`src/rtl/instr_fetcher_pkg.sv`:
```
// -----------------------------------------------------------------------------
// instr_fetcher_pkg
//   Shared configuration for the instruction fetcher. It holds:
//     - the default instruction queue depth
//     - the RISC-V JAL opcode used by the optional static branch predictor
//     - the fetch FSM state encodings (also visible on dbg_state_o)
//     - the queue entry layout and the J-type immediate decoder
//   Optional feature macro: JAL_PREDICT_EN (used by instr_fetcher).
// -----------------------------------------------------------------------------
package instr_fetcher_pkg;

    localparam int IQ_DEPTH_DEFAULT = 4;

    localparam logic [6:0] OPC_JAL = 7'b1101111;

    // Fetch FSM encodings
    localparam logic [1:0] ST_IDLE    = 2'd0;
    localparam logic [1:0] ST_BUSY    = 2'd1;
    localparam logic [1:0] ST_DISCARD = 2'd2;

    typedef struct packed {
        logic [31:0] instr;
        logic [31:0] pc;
        logic        pred;
    } iq_entry_t;

    // Sign-extended J-type immediate: {i[31], i[19:12], i[20], i[30:21], 0}
    function automatic logic [31:0] jal_imm(input logic [31:0] i);
        return {{11{i[31]}}, i[31], i[19:12], i[20], i[30:21], 1'b0};
    endfunction

endpackage

```
`src/rtl/instr_fetcher_inst_queue.sv`:
```
// -----------------------------------------------------------------------------
// inst_queue
//   Circular instruction buffer with first-word fall-through read: the head
//   entry is driven combinationally, so a push is visible on head_o the cycle
//   after it is written.
//   Ports:
//     clk_in, rst_n_in   clock, synchronous active-low reset
//     en_i               global enable; low freezes pointers, count and storage
//     clr_i              synchronous clear (pointers and count to zero)
//     push_i/push_entry_i  write an entry at the tail
//     pop_i              retire the head entry (ignored when empty)
//     head_o             head entry (undefined contents when count_o == 0)
//     count_o            number of valid entries
//   DEPTH must be a power of two so the pointers wrap naturally.
// -----------------------------------------------------------------------------
import instr_fetcher_pkg::*;

module inst_queue #(
    parameter int DEPTH = IQ_DEPTH_DEFAULT
) (
    input  logic                     clk_in,
    input  logic                     rst_n_in,
    input  logic                     en_i,
    input  logic                     clr_i,
    input  logic                     push_i,
    input  iq_entry_t                push_entry_i,
    input  logic                     pop_i,
    output iq_entry_t                head_o,
    output logic [$clog2(DEPTH):0]   count_o
);

    localparam int PTR_W = $clog2(DEPTH);
    localparam int CNT_W = PTR_W + 1;

    iq_entry_t          mem_q [DEPTH];
    logic [PTR_W-1:0]   head_q, head_d;
    logic [PTR_W-1:0]   tail_q, tail_d;
    logic [CNT_W-1:0]   count_q, count_d;
    logic               do_push;
    logic               do_pop;
    logic               wr_en;

    always_comb begin
        do_pop  = pop_i && (count_q != '0);
        // A full queue can still accept a push when the head leaves the same cycle.
        do_push = push_i && ((count_q != CNT_W'(DEPTH)) || do_pop);
        wr_en   = en_i && rst_n_in && !clr_i && do_push;

        head_d  = head_q;
        tail_d  = tail_q;
        count_d = count_q;
        if (clr_i) begin
            head_d  = '0;
            tail_d  = '0;
            count_d = '0;
        end else begin
            if (do_push) tail_d = tail_q + 1'b1;
            if (do_pop)  head_d = head_q + 1'b1;
            case ({do_push, do_pop})
                2'b10:   count_d = count_q + 1'b1;
                2'b01:   count_d = count_q - 1'b1;
                default: count_d = count_q;
            endcase
        end
    end

    always_ff @(posedge clk_in) begin
        if (!rst_n_in) begin
            head_q  <= '0;
            tail_q  <= '0;
            count_q <= '0;
        end else if (en_i) begin
            head_q  <= head_d;
            tail_q  <= tail_d;
            count_q <= count_d;
        end
    end

    // Storage carries no reset; validity is tracked by count_q alone.
    always_ff @(posedge clk_in) begin
        if (wr_en) mem_q[tail_q] <= push_entry_i;
    end

    assign head_o  = mem_q[head_q];
    assign count_o = count_q;

endmodule

```
`src/rtl/instr_fetcher.sv`:
```
// -----------------------------------------------------------------------------
// instr_fetcher
//   Sequential instruction fetch unit. Issues one word-aligned request at a
//   time to the icache, buffers returned instructions in an inst_queue and
//   presents the head to the decoder.
//   Optional feature macro: JAL_PREDICT_EN -- predicts JAL as taken and
//   redirects the fetch PC to the jump target.
//   Ports:
//     clk_in, rst_n_in          clock, synchronous active-low reset
//     rdy_in                    global enable; low freezes all state
//     ic_req_valid, ic_req_addr icache request (held until ic_resp_valid)
//     ic_resp_valid, ic_resp_data  one-cycle icache data return
//     inst_valid, inst_out, inst_pc, inst_pred_taken  queue head to decoder
//     dispatch_ready            decoder accepts the head this cycle
//     flush_in, flush_pc_in     redirect: clear queue, restart fetch at target
//     dbg_state_o               current fetch FSM state (ST_* encodings)
//
//   Handshakes: the decoder side is valid/ready -- an entry transfers on every
//   rising edge where inst_valid && dispatch_ready (and rdy_in, no flush);
//   inst_valid never drops without a transfer except on flush or reset. The
//   icache side is request/response -- ic_req_valid stays high with a stable
//   ic_req_addr until the single-cycle ic_resp_valid pulse returns the data.
// -----------------------------------------------------------------------------
import instr_fetcher_pkg::*;

module instr_fetcher #(
    parameter int          IQ_DEPTH = IQ_DEPTH_DEFAULT,
    parameter logic [31:0] RESET_PC = 32'h0
) (
    input  logic        clk_in,
    input  logic        rst_n_in,
    input  logic        rdy_in,
    output logic        ic_req_valid,
    output logic [31:0] ic_req_addr,
    input  logic        ic_resp_valid,
    input  logic [31:0] ic_resp_data,
    output logic        inst_valid,
    output logic [31:0] inst_out,
    output logic [31:0] inst_pc,
    output logic        inst_pred_taken,
    input  logic        dispatch_ready,
    input  logic        flush_in,
    input  logic [31:0] flush_pc_in,
    output logic [1:0]  dbg_state_o
);

    localparam int CNT_W = $clog2(IQ_DEPTH) + 1;

    logic [1:0]       state_q, state_d;
    logic [31:0]      pc_q, pc_d;
    logic [31:0]      req_addr_q, req_addr_d;

    logic             iq_push;
    logic             iq_pop;
    iq_entry_t        iq_push_entry;
    iq_entry_t        iq_head;
    logic [CNT_W-1:0] iq_count;

    logic             pred_taken;
    logic [31:0]      next_pc;

    // Next sequential/predicted PC for the instruction being returned now.
`ifdef JAL_PREDICT_EN
    always_comb begin
        pred_taken = (ic_resp_data[6:0] == OPC_JAL);
        next_pc    = pred_taken ? (pc_q + jal_imm(ic_resp_data)) : (pc_q + 32'd4);
    end
`else
    always_comb begin
        pred_taken = 1'b0;
        next_pc    = pc_q + 32'd4;
    end
`endif

    always_comb begin
        state_d    = state_q;
        pc_d       = pc_q;
        req_addr_d = req_addr_q;
        iq_push    = 1'b0;

        case (state_q)
            ST_IDLE: begin
                if (flush_in) begin
                    pc_d = flush_pc_in;
                end else if (iq_count != CNT_W'(IQ_DEPTH)) begin
                    // Only one request is ever outstanding, so one free slot
                    // is enough to guarantee the response can be pushed.
                    state_d    = ST_BUSY;
                    req_addr_d = pc_q;
                end
            end
            ST_BUSY: begin
                if (flush_in) begin
                    pc_d    = flush_pc_in;
                    state_d = ic_resp_valid ? ST_IDLE : ST_DISCARD;
                end else if (ic_resp_valid) begin
                    iq_push = 1'b1;
                    pc_d    = next_pc;
                    state_d = ST_IDLE;
                end
            end
            ST_DISCARD: begin
                // Wait out the stale request; its data is dropped.
                if (flush_in)      pc_d    = flush_pc_in;
                if (ic_resp_valid) state_d = ST_IDLE;
            end
            default: state_d = ST_IDLE;
        endcase
    end

    always_ff @(posedge clk_in) begin
        if (!rst_n_in) begin
            state_q    <= ST_IDLE;
            pc_q       <= RESET_PC;
            req_addr_q <= RESET_PC;
        end else if (rdy_in) begin
            state_q    <= state_d;
            pc_q       <= pc_d;
            req_addr_q <= req_addr_d;
        end
    end

    always_comb begin
        iq_push_entry.instr = ic_resp_data;
        iq_push_entry.pc    = pc_q;
        iq_push_entry.pred  = pred_taken;
    end

    assign iq_pop = inst_valid && dispatch_ready && !flush_in;

    inst_queue #(
        .DEPTH (IQ_DEPTH)
    ) u_inst_queue (
        .clk_in       (clk_in),
        .rst_n_in     (rst_n_in),
        .en_i         (rdy_in),
        .clr_i        (flush_in),
        .push_i       (iq_push),
        .push_entry_i (iq_push_entry),
        .pop_i        (iq_pop),
        .head_o       (iq_head),
        .count_o      (iq_count)
    );

    assign ic_req_valid = (state_q == ST_BUSY) || (state_q == ST_DISCARD);
    assign ic_req_addr  = req_addr_q;
    assign inst_valid   = (iq_count != '0);
    assign inst_out     = iq_head.instr;
    assign inst_pc      = iq_head.pc;
    assign dbg_state_o  = state_q;

`ifdef JAL_PREDICT_EN
    assign inst_pred_taken = inst_valid && iq_head.pred;
`else
    logic unused_pred;
    assign unused_pred     = iq_head.pred;
    assign inst_pred_taken = 1'b0;
`endif

endmodule
```
`config.mk`:
```
export PLATFORM = sky130hd
export DESIGN_NAME = instr_fetcher
export DESIGN_NICKNAME = d
export VERILOG_FILES = /design/src/rtl/instr_fetcher_pkg.sv /design/src/rtl/instr_fetcher_inst_queue.sv /design/src/rtl/instr_fetcher.sv
export SDC_FILE = /design/constraint.sdc
export NUM_CORES = 1
export LEC_CHECK = 0
export ABC_CLOCK_PERIOD_IN_PS = 3900
export BUFFER_PORTS_ARGS = -buffer_cell sky130_fd_sc_hd__buf_2
export CAP_MARGIN = 20
export CORE_MARGIN = 2
export CORE_UTILIZATION = 55
export DETAILED_ROUTE_END_ITERATION = 10
export GPL_TIMING_DRIVEN = 0
export PLACE_DENSITY = 0.77
export SYNTH_ARGS = -nofsm -noshare
export SYNTH_HDL_FRONTEND = slang
export SYNTH_SLANG_ARGS = --single-unit
```
`constraint.sdc`:
```
create_clock -name clk_in -period 3.9 [get_ports clk_in]
set_input_delay 0.585 -clock clk_in [delete_from_list [all_inputs] [get_ports clk_in]]
set_output_delay 0.585 -clock clk_in [all_outputs]
set_load 0.005 [all_outputs]
```
; Word-level counts from Yosys, hierarchy flattened
; Memory sizes are Yosys's and may differ from the RTL's. A register that Yosys moved wholly into a read port is not among the register bits.
; Index checks and enable logic that the tools add are counted.
; Widths: inputs -> output; s select.
[op_classes]
n_addsub = 5
eq_ne = 9
muxes = 23
bitwise = 1
reduce_logical = 23
[ops]
columns = cell, count
row1 = $mux 32, 3
row2 = $pmux 32 s2, 1
row3 = $add 32x3->32 const B, 1
row4 = $mux 2, 11
row5 = $reduce_and 4->1, 2
row6 = $logic_and 1x1->1, 7
row7 = $ne 3x3->1 const B, 2
row8 = $pmux 2 s3, 1
row9 = $pmux 3 s2, 1
row10 = $reduce_and 2->1, 3
row11 = $reduce_bool 2->1, 3
row12 = $reduce_bool 3->1, 2
row13 = $mux 1, 5
row14 = $add 2x1->2 const B, 2
row15 = $eq 2x1->1 const B, 2
row16 = $eq 2x2->1 const B, 2
row17 = $ne 2x2->1 const B, 2
row18 = $add 3x1->3 const B, 1
row19 = $mux 3, 1
row20 = $reduce_and 3->1, 1
row21 = $sub 3x1->3 const B, 1
row22 = $logic_not 2->1, 1
row23 = $logic_or 1x1->1, 2
row24 = $ne 2x1->1 const B, 1
row25 = other kinds (3), 3
[totals]
reg_bits = 73
ram_bits = 256
input_bits = 70
memories = 1
[memory_table]
columns = memory, depth, width, read_ports, rd_ports_with_merged_regs, wr, line_no
row1 = u_inst_queue.mem_q, 4, 64, 1, 1, 1, instr_fetcher_inst_queue.sv:35  ; iq_entry_t mem_q [DEPTH];

; Logic depth before layout (Yosys ltp)
; Gate-level depths: netlist of run 1.
[depth]
depth_word = 9
mapped_depth = 11
ltp_nobuf = 11

; Modules after synthesis
; A second synthesis of run 1 with hierarchy kept.
[unflattened]
hier_cells = 864
hier_area_um2 = 13420.4
[modules_own_cells]
columns = module, n_inst, cells_each, area_per_inst_um2, seq_area_each_um2
row1 = inst_queue, 1, 411, 9955.8, 7987.7
row2 = instr_fetcher, 1, 453, 3464.6, 1321.3

; Worst setup path after synthesis of run 1
; OpenSTA, ideal clock, no wires.
[synth_path]
path_type = input to register
startpoint = input dispatch_ready
endpoint = memory u_inst_queue.mem_q[0][0] in the netlist's numbering (enable)
setup_time_ns = 0.429
arrival_time_ns = 2.865
required_ns = 3.471
setup_slack_ns = 0.607
path_stages = 5
path_cell_list = clkbuf_1 -> inv_1 -> a21oi_1 -> and3_1 -> and2_1
[synth_via]
elab_chain_len = 8
[synth_lines]
columns = item, line_no
row1 = start: declaration, instr_fetcher.sv:41  ; input logic dispatch_ready,
row2 = $logic_and 1x1->1 (2 in series), instr_fetcher.sv:129  ; assign iq_pop = inst_valid && dispatch_ready && !flush_in;
row3 = $logic_and 1x1->1, instr_fetcher_inst_queue.sv:44  ; do_pop = pop_i && (count_q != '0);
row4 = $logic_or 1x1->1, instr_fetcher_inst_queue.sv:46  ; do_push = push_i && ((count_q != CNT_W'(DEPTH)) || do_pop);
row5 = $logic_and 1x1->1, instr_fetcher_inst_queue.sv:46
row6 = $logic_and 1x1->1, instr_fetcher_inst_queue.sv:47  ; wr_en = en_i && rst_n_in && !clr_i && do_push;
row7 = $mux 1, instr_fetcher_inst_queue.sv:81  ; if (wr_en) mem_q[tail_q] <= push_entry_i;
row8 = $mux 1 (implied by the code), instr_fetcher_inst_queue.sv:81
row9 = end: declaration, instr_fetcher_inst_queue.sv:35
; No other way between the ends.

==> results of run 1 <==
-- layout by cell type (no fill, tap or decap), types with 3 or more instances in the layout --
cell type,n
and4_1,3
a22oi_1,6
nor3_1,11
or4_1,7
nor2_1,22
o22ai_1,5
clkinv_1,4
o211ai_1,6
dfxtp_1,75
a311oi_1,4
and3_1,12
buf_4,3
or3_1,7
nand3_1,23
clkinv_2,7
inv_1,8
nand3_2,3
a31oi_1,14
o21ai_0,19
edfxtp_1,256
nand2_1,113
ha_1,10
o31ai_1,5
nand4_1,8
buf_2,178
mux4_2,64
a21oi_1,63
a21o_1,3
clkbuf_16,37
buf_16,4
clkbuf_1,45
and2_4,4
-- per-stage QoR --
step / std cells / setup slack, ns / TNS (ns) / cell area [um2]
final: 1391 / 0.7582 / 0 / 15500
after global routing: 1391 / 0.5829 / 0 / 15500
after CTS: 1391 / 0.6743 / 0 / 15500
after detailed placement: 1330 / 0.9812 / 0 / 14400
after global placement: 1326 / -0.7623 / -180.32 / 14280
after floorplan: 840 / 0.6065 / 0 / 13040
-- worst max-delay path, cell delays in order, from the launching register on --
cell      delay (ns)
dfxtp_1         0.30
clkbuf_1        0.56
buf_2           0.47
mux4_2          0.57
buf_2           0.14
-- metal layers --
metal / vias to the layer above / track usage / part of all wire
li1: 3713 / - / -
met5: - / 0 / 0
met4: 0 / 0.07722 / 0.021
met1: 4108 / 0.3276 / 0.41
met2: 401 / 0.3799 / 0.48
met3: 53 / 0.04435 / 0.084
-- power by group --
group / switching [mW] / internal, mW / leakage [nW]
Combinational: 0.163 / 0.0946 / 1.87
Clock: 1.26 / 1.90 / 0.542
Sequential: 0.0666 / 3.83 / 2.89
-- cell families after synthesis --
family,share of synthesized area
AOI/OAI and AO/OA,0.06774
xor gates and xnor gates,0.001343
adders and majority gates,0.009594
buffers and inverters,0.01957
DFF,0.7046
muxes,0.1113
other,0.0002875
and+or+nand+nor,0.08558
-- state kept, by name, summed over array words and instances (netlist names), named ones only --
name                  count
ic_req_addr              32
pc_q                     32
dbg_state_o               2
u_inst_queue.tail_q       2
u_inst_queue.head_q       2
u_inst_queue.mem_q      256
u_inst_queue.count_o      3
-- worst max-delay path by stage --
| stage | startpoint | end | slack, ns |
|---|---|---|---|
| finish | flop | inst_pc[15] | 0.76 |
| global route | flop | inst_pc[11] | 0.58 |
| CTS | flop | inst_pc[15] | 0.67 |
| detailed placement | dbg_state_o[0] | pc_q[18] | 0.98 |
| global placement | dispatch_ready | u_inst_queue.mem_q[1][49] | -0.76 |
| floorplan | dispatch_ready | u_inst_queue.mem_q[0][0] | 0.61 |
-- final cells by class --
type                            count  area share
Tap cell                          319     0.02575
Multi-Input combinational cell    448      0.2328
Clock inverter                     14    0.007589
Sequential cell                   331      0.5929
Timing Repair Buffer              171     0.06104
Clock buffer                       47     0.06346
Inverter                            9    0.002180
Buffer                             52     0.01429
==> results_dict.tcl, run 1 <==
set metrics [dict create \
    via_count 8275 \
    multi_input_area_um2 3607 \
    arrival_ns 2.56 \
    pin_count 171 \
    nets 1128 \
    min_to "u_inst_queue.mem_q[1][57]" \
    hold_path_depth 1 \
    vias_per_cell 5.949 \
    grt_pass1_wl_um 44550 \
    remaining_drc_errors 0 \
    ctsResizeCount 0 \
    cts_max_level 2 \
    p_leak_nw 5.298 \
    synth_cells 840 \
    synth_cell_types 59 \
    clk_latency_ns 0.51 \
    setup.worst_path.class "flop to output port" \
    synth_edf_count 256 \
    globalplace.congestion 0.9510 \
    rows 56 \
    endpoint_kind "output port" \
    clockRootBuffer "clkbuf_16" \
    hpwl_um 18760 \
    reg2reg_to "pc_q[18]" \
    overflow 0 \
    grt.total_usage 0.2355 \
    outcome "finished clean" \
    hold_violations 0 \
    start_kind "flop" \
    hold_ws_ns 0.2951 \
    die_w_um 158.0 \
    drv_cap 0 \
    cp_max_fo 10 \
    finalSetupViolations 0 \
    core_area_um2 23400 \
    maxSlewViolCount 0 \
    postCtsSetupBuffers 0 \
    antenna_left 0 \
    crit_required_ns 3.31 \
    start_util 0.5573 \
    async_flop_share 0 \
    die_area_um2 24960 \
    fmax_mhz 318.3 \
    antenna_cells 0 \
    min_path_type "input pin to flop" \
    power_density_nw_per_um2 472.2 \
    rsz0062_at_grt "no" \
    areaGrowthSynthToFinish_pct 18.83 \
    dieHeight_um 158.0 \
    synth_area_per_cell_um2 15.53 \
    peakVddDrop_mv 0.3676 \
    first_iter_violations 733 \
    worst_pin_slew_ns 0.8708 \
    drt_wl_total_um 29610 \
    synth_commonest_cells "256 x edfxtp_1, 113 x nand2_1, 75 x dfxtp_1" \
    cts_buffer_depth 3 \
    yosysWarnings 0 \
    first_pass_iters 5 \
    cts_tree "done" \
    grt_max_degree 61 \
    numCtsBuffers 35 \
    clock-sinks 331 \
    r2r_cells 7 \
    synth-main-ff-cell "edfxtp_1" \
    drive_above_1_share 0.2929 \
    seqCellArea_um2 9189 \
    synth_area_leaders "edfxtp_1 59%, dfxtp_1 12%, mux4_2 11%" \
    syn-cell-area_um2 13040 \
    ctsHoldBuffers 0 \
    postLayoutCoreUtil 0.6622 \
    finalPower_mw 7.317 \
    slew_headroom 0.4150 \
    port-buffer-count 167 \
    synth_top_area_cell "edfxtp_1" \
    yosysSeqAreaShare 0.7046 \
    finalCritPeriodShare 0.8056 \
    antenna_found_initial 0 \
    fin_crit_ns 3.142 \
    clk_pin_slew_worst_paths_ns 0.06 \
    worstHoldStart "ic_resp_data[25]" \
    synth_seq_cells 331 \
    synth_nets 920 \
    synth_top_area_share 0.5895 \
    final.setup_skew_ns 0.01158 \
    grt_pass1_vias 8006 \
    synth_most_common_cell "edfxtp_1" \
    r2r_setup_slack_ns 0.84 \
    wl_per_cell_um 21.29 \
    r2r_start "dbg_state_o[0]" \
    fill_cells 1713 \
]
Note: power is estimated with default switching activity, not from simulation.
==> run 2, diff against run 1 <==
ABC_CLOCK_PERIOD_IN_PS = 2800   (was 3900)
CORE_UTILIZATION = 52   (was 55)
PLACE_DENSITY = 0.76   (was 0.77)
clock period = 2.8 ns   (was 3.9 ns; I/O delays follow)
==> run 2 against run 1 <==
Effect of this change: clock power rose by 27%; combinational power increased by 38%; via count decreased by 1.9%; routed wire length fell by 0.80%; worst setup slack lost 0.61 ns; count of clock-buffer cells in the layout is 8 lower; hold slack worse by 0.21 ns; sequential cell count unchanged; clock skew is 0.00077 ns lower; highest routed layer unchanged; utilization fell by 3.3 points; sequential power grew 39%; critical path type unchanged; sequential share of layout area up 0.46 points.
==> results_dict.tcl, run 2 (synthesis gave the netlist of run 1 again) <==
set metrics [dict create \
    outcome "finished clean" \
    remaining_drc_errors 0 \
    first_pass_iters 5 \
    via_count 8117 \
    die_area_um2 26360 \
    areaGrowthSynthToFinish_pct 17.95 \
    min_path_type "input pin to flop" \
    clk_pin_slew_worst_paths_ns 0.06 \
    power_density_nw_per_um2 636.2 \
    cts_max_level 1 \
    fill_cells 1795 \
    peakVddDrop_mv 0.3169 \
    largest_register_ffs 256 \
    setup_ws_ns 0.1528 \
    worstHoldStart "ic_resp_data[14]" \
    rows 57 \
    slew_headroom 0.5172 \
    drt_wl_total_um 29380 \
    fin_crit_ns 2.647 \
    r2r_start "pc_q[2]" \
    start_util 0.5331 \
    finalPower_mw 9.786 \
    overflow 0 \
    grt.total_usage 0.2243 \
    clockRootBuffer "clkbuf_16" \
    finalCritPeriodShare 0.9454 \
    instances_no_fill 1390 \
    grt_max_degree 60 \
    die_w_um 162.4 \
    hpwl_um 19320 \
    numCtsBuffers 31 \
    vias_per_cell 5.840 \
    ctsHoldBuffers 0 \
    final_cell_mix "256 x edfxtp_1, 176 x buf_2, 113 x nand2_1" \
    nets 1122 \
    setup.worst_path.class "flop to output port" \
    dieHeight_um 162.4 \
    antenna_found_initial 0 \
    fmax_mhz 377.8 \
    core_area_um2 24460 \
    crit_required_ns 2.38 \
    worst_pin_slew_ns 0.7243 \
    port-buffer-count 167 \
    clk_latency_ns 0.55 \
    antenna_left 0 \
    cts_buffer_depth 3 \
    antenna_cells 0 \
    r2r_cells 6 \
    hold_ws_ns 0.08868 \
    rsz0062_at_grt "yes" \
    wl_per_cell_um 21.13 \
    maxSlewViolCount 0 \
    reg2reg_to "pc_q[30]" \
    regMostFlops "u_inst_queue.mem_q" \
    hold_path_depth 1 \
    final_common_cell "edfxtp_1" \
    endpoint_kind "output port" \
    drive_above_1_share 0.2936 \
    grt_pass1_vias 8058 \
    finalSetupTns_ns 0 \
    p_leak_nw 5.238 \
    r2r_setup_slack_ns 0.26 \
    pre_cts_ws_ns -0.05467 \
    numPlacedInstances 1335 \
    drv_cap 0 \
    cp_max_fo 10 \
    min_to "u_inst_queue.mem_q[2][46]" \
    start_kind "flop" \
    pin_count 171 \
    cts_tree "done" \
    clock-sinks 331 \
    first_iter_violations 877 \
    finalSetupViolations 0 \
    arrival_ns 2.23 \
    final.setup_skew_ns 0.01081 \
    grt_pass1_wl_um 45350 \
    globalplace.congestion 0.9152 \
    hold_violations 0 \
]
[run 2: cell types whose count changed in the layout (fill, tap and decap cells not counted), moves of 5 or more]
cell	delta
clkbuf_1	-9
clkbuf_16	-6
clkbuf_2	+6
clkinv_1	+7
clkinv_2	-5
[run 2: final cells by class]
type	count	area, um2	area share
sequential	331	9191	0.5975
multi-input combinational	448	3616	0.2351
timing repair buffer	171	945.9	0.06149
clock buffer	39	805.8	0.05238
tap	324	405.4	0.02635
buffer	50	226.5	0.01472
clock inverter	18	157.7	0.01025
inverter	9	33.78	0.002196
[run 2: power breakdown]
part / internal, mW / switching, mW / total, mW
sequential: 5.34 / 0.0953 / 5.43
clock: 2.30 / 1.70 / 4.00
combinational: 0.132 / 0.223 / 0.355
total: 7.77 / 2.02 / 9.79
[run 2: repair_timing]
| action | 4_1_cts | 5_1_grt |
|---|---|---|
| setup endpoints to repair | 64 | 36 |
| buffers inserted | 0 | 0 |
| resized for setup | 7 | 7 |
[run 2: routing by layer]
layer	wire length (um)	track usage
met3	2207	0.03183
met4	813	0.06718
met2	14060	0.3660
met1	12300	0.3188
met5	0	0
[run 2: how the worst max path moves through the flow]
stage,from,end,slack (ns)
after global placement,dbg_state_o[0],u_inst_queue.mem_q[2][46],-0.56
after global routing,flop,inst_pc[13],-0.007
after detailed placement,dbg_state_o[0],pc_q[30],-0.05
after floorplan,dbg_state_o[0],u_inst_queue.mem_q[0][0],0.30
after CTS,flop,inst_out[4],0.007
final,flop,inst_pc[13],0.15
[run 2: per-stage QoR]
| step | instance area [um2] | utilization |
|---|---|---|
| 6_report | 15380 | 0.6288 |
| 5_1_grt | 15380 | 0.6288 |
| 4_1_cts | 15370 | 0.6284 |
| 3_5_place_dp | 14400 | 0.5888 |
| 3_3_place_gp | 14290 | 0.5841 |
| 2_1_floorplan | 13050 | - |
[run 2: critical path, stage by stage, from the launching register on]
cell and delay [ns]:
dfxtp_2 0.55, buf_2 0.41, mux4_2 0.57, buf_2 0.15
==> run 3, diff against run 2 <==
GPL_ROUTABILITY_DRIVEN = 0   (was default)
SYNTH_HIERARCHICAL = 1   (was default)
==> run 3 against run 2 <==
Effect of this change: combinational power hardly changed; largest cell class unchanged; total power is 2.0% higher; clock power is 5.3% higher; final area is 2.9% higher; largest power group unchanged.
==> results_dict.tcl, run 3 <==
set metrics [dict create \
    final.setup_skew_ns 0.01119 \
    fill_cells 1906 \
    start_util 0.5288 \
    instances_no_fill 1430 \
    clock-sinks 331 \
    grt_pass1_wl_um 45600 \
    cp_max_fo 10 \
    hold_violations 0 \
    pre_cts_ws_ns -0.07680 \
    nets 1157 \
    numPlacedInstances 1362 \
    slew_headroom 0.5166 \
    vias_per_cell 5.796 \
    overflow 0 \
    final_common_cell "edfxtp_1" \
    via_count 8288 \
    grt_max_degree 60 \
    cpMaxStageDelayCell "mux4_2" \
    p_leak_nw 5.504 \
    hold_ws_ns 0.1281 \
    finalSetupViolations 0 \
    antenna_cells 0 \
    clockRootBuffer "clkbuf_16" \
    rows 58 \
    maxSlewViolCount 0 \
    synth_cells 859 \
    worst_pin_slew_ns 0.7251 \
    antenna_found_initial 0 \
    finalCritPeriodShare 0.9543 \
    finalPower_mw 9.978 \
    outcome "finished clean" \
    grt_pass1_vias 8051 \
    placed_area_um2 14660 \
    synth_area_per_cell_um2 15.46 \
    drt_wl_total_um 30620 \
    die_w_um 163.8 \
    peakVddDrop_mv 0.4049 \
    remaining_drc_errors 0 \
    arrival_ns 2.25 \
    final_cell_mix "256 x edfxtp_1, 177 x buf_2, 108 x nand2_1" \
    path_buf_inv 3 \
    core_area_um2 25110 \
    postLayoutCoreUtil 0.6303 \
    antenna_left 0 \
    rsz0062_at_grt "no" \
    crit_required_ns 2.38 \
    dieHeight_um 163.8 \
    min_path_type "input pin to flop" \
    die_area_um2 26830 \
    crit_top_cell "buf_2" \
    syn-cell-area_um2 13280 \
    crit_family "buffers and inverters" \
    drv_cap 0 \
    cts_tree "done" \
    slowest_delay_ns 0.56 \
    fin_crit_ns 2.672 \
    pin_count 171 \
    first_iter_violations 974 \
    largest_register_ffs 256 \
    clk_pin_slew_worst_paths_ns 0.06 \
    wl_per_cell_um 21.41 \
    regMostFlops "u_inst_queue/mem_q" \
    fin_area_um2 15830 \
    first_pass_iters 5 \
    numCtsBuffers 34 \
    start_kind "flop" \
    drive_above_1_share 0.3045 \
    endpoint_kind "output port" \
    areaGrowthSynthToFinish_pct 19.19 \
    worstPathCellList "buf_2, clkbuf_4, mux4_2, buf_2" \
    setup.worst_path.class "flop to output port" \
    fmax_mhz 374.2 \
    cts_max_level 2 \
    ctsHoldBuffers 0 \
    cts_buffer_depth 3 \
    setup_ws_ns 0.1279 \
    grt.total_usage 0.2254 \
    finalSetupTns_ns 0 \
    synth_nets 940 \
    yosysWarnings 6 \
    port-buffer-count 169 \
    power_density_nw_per_um2 630.5 \
    hpwl_um 19870 \
    clk_latency_ns 0.51 \
]
==> run 3: per-layer routing <==
layer,vias to the layer above,global-route usage,routed length [um]
li1,3794,-,-
met1,4067,0.3142,13050
met2,369,0.3577,14340
met3,58,0.04722,2488
met4,0,0.07416,744
met5,-,0,0
==> run 3: area by class of cell <==
| type | count | area (um2) | share of cell area |
|---|---|---|---|
| timing repair buffer | 181 | 1069 | 0.06752 |
| multi-input combinational | 465 | 3784 | 0.2391 |
| clock inverter | 12 | 88.84 | 0.005614 |
| sequential | 331 | 9191 | 0.5808 |
| tap | 330 | 412.9 | 0.02609 |
| clock buffer | 48 | 944.7 | 0.05969 |
| inverter | 11 | 41.29 | 0.002609 |
| buffer | 52 | 294.0 | 0.01858 |
==> run 3: report_power, final <==
part	internal [mW]	switching (mW)
Sequential	5.33	0.0853
Combinational	0.134	0.222
Clock	2.45	1.76
Total	7.91	2.07
==> run 3: final timing paths <==
kind	start	endpoint	slack [ns]	depth (start not counted)
worst min register to register	ic_req_addr[25]	ic_req_addr[25]	0.45	2
worst max register to register	dbg_state_o[1]	u_inst_queue/mem_q[1][44]	0.16	9
worst min-delay path	ic_resp_data[13]	u_inst_queue/mem_q[3][46]	0.13	1
worst max-delay path	flop	inst_pc[20]	0.13	4
==> run 3: repair_timing <==
| item | 4_1_cts | 5_1_grt |
|---|---|---|
| buffers inserted | 0 | 5 |
| resized for setup | 3 | 12 |
| cloned | 0 | 3 |
| pin swaps | 0 | 1 |
| endpoints found under the setup margin | 50 | 164 |
==> run 3: worst register-to-register path, cell delays in order, from the launching register on <==
cell,delay [ns]
dfxtp_1,0.38
inv_1,0.12
ha_1,0.21
nor2b_1,0.19
and2_1,0.16
buf_6,0.12
o41a_1,0.25
and3_1,0.27
and2_4,0.24
buf_16,0.31
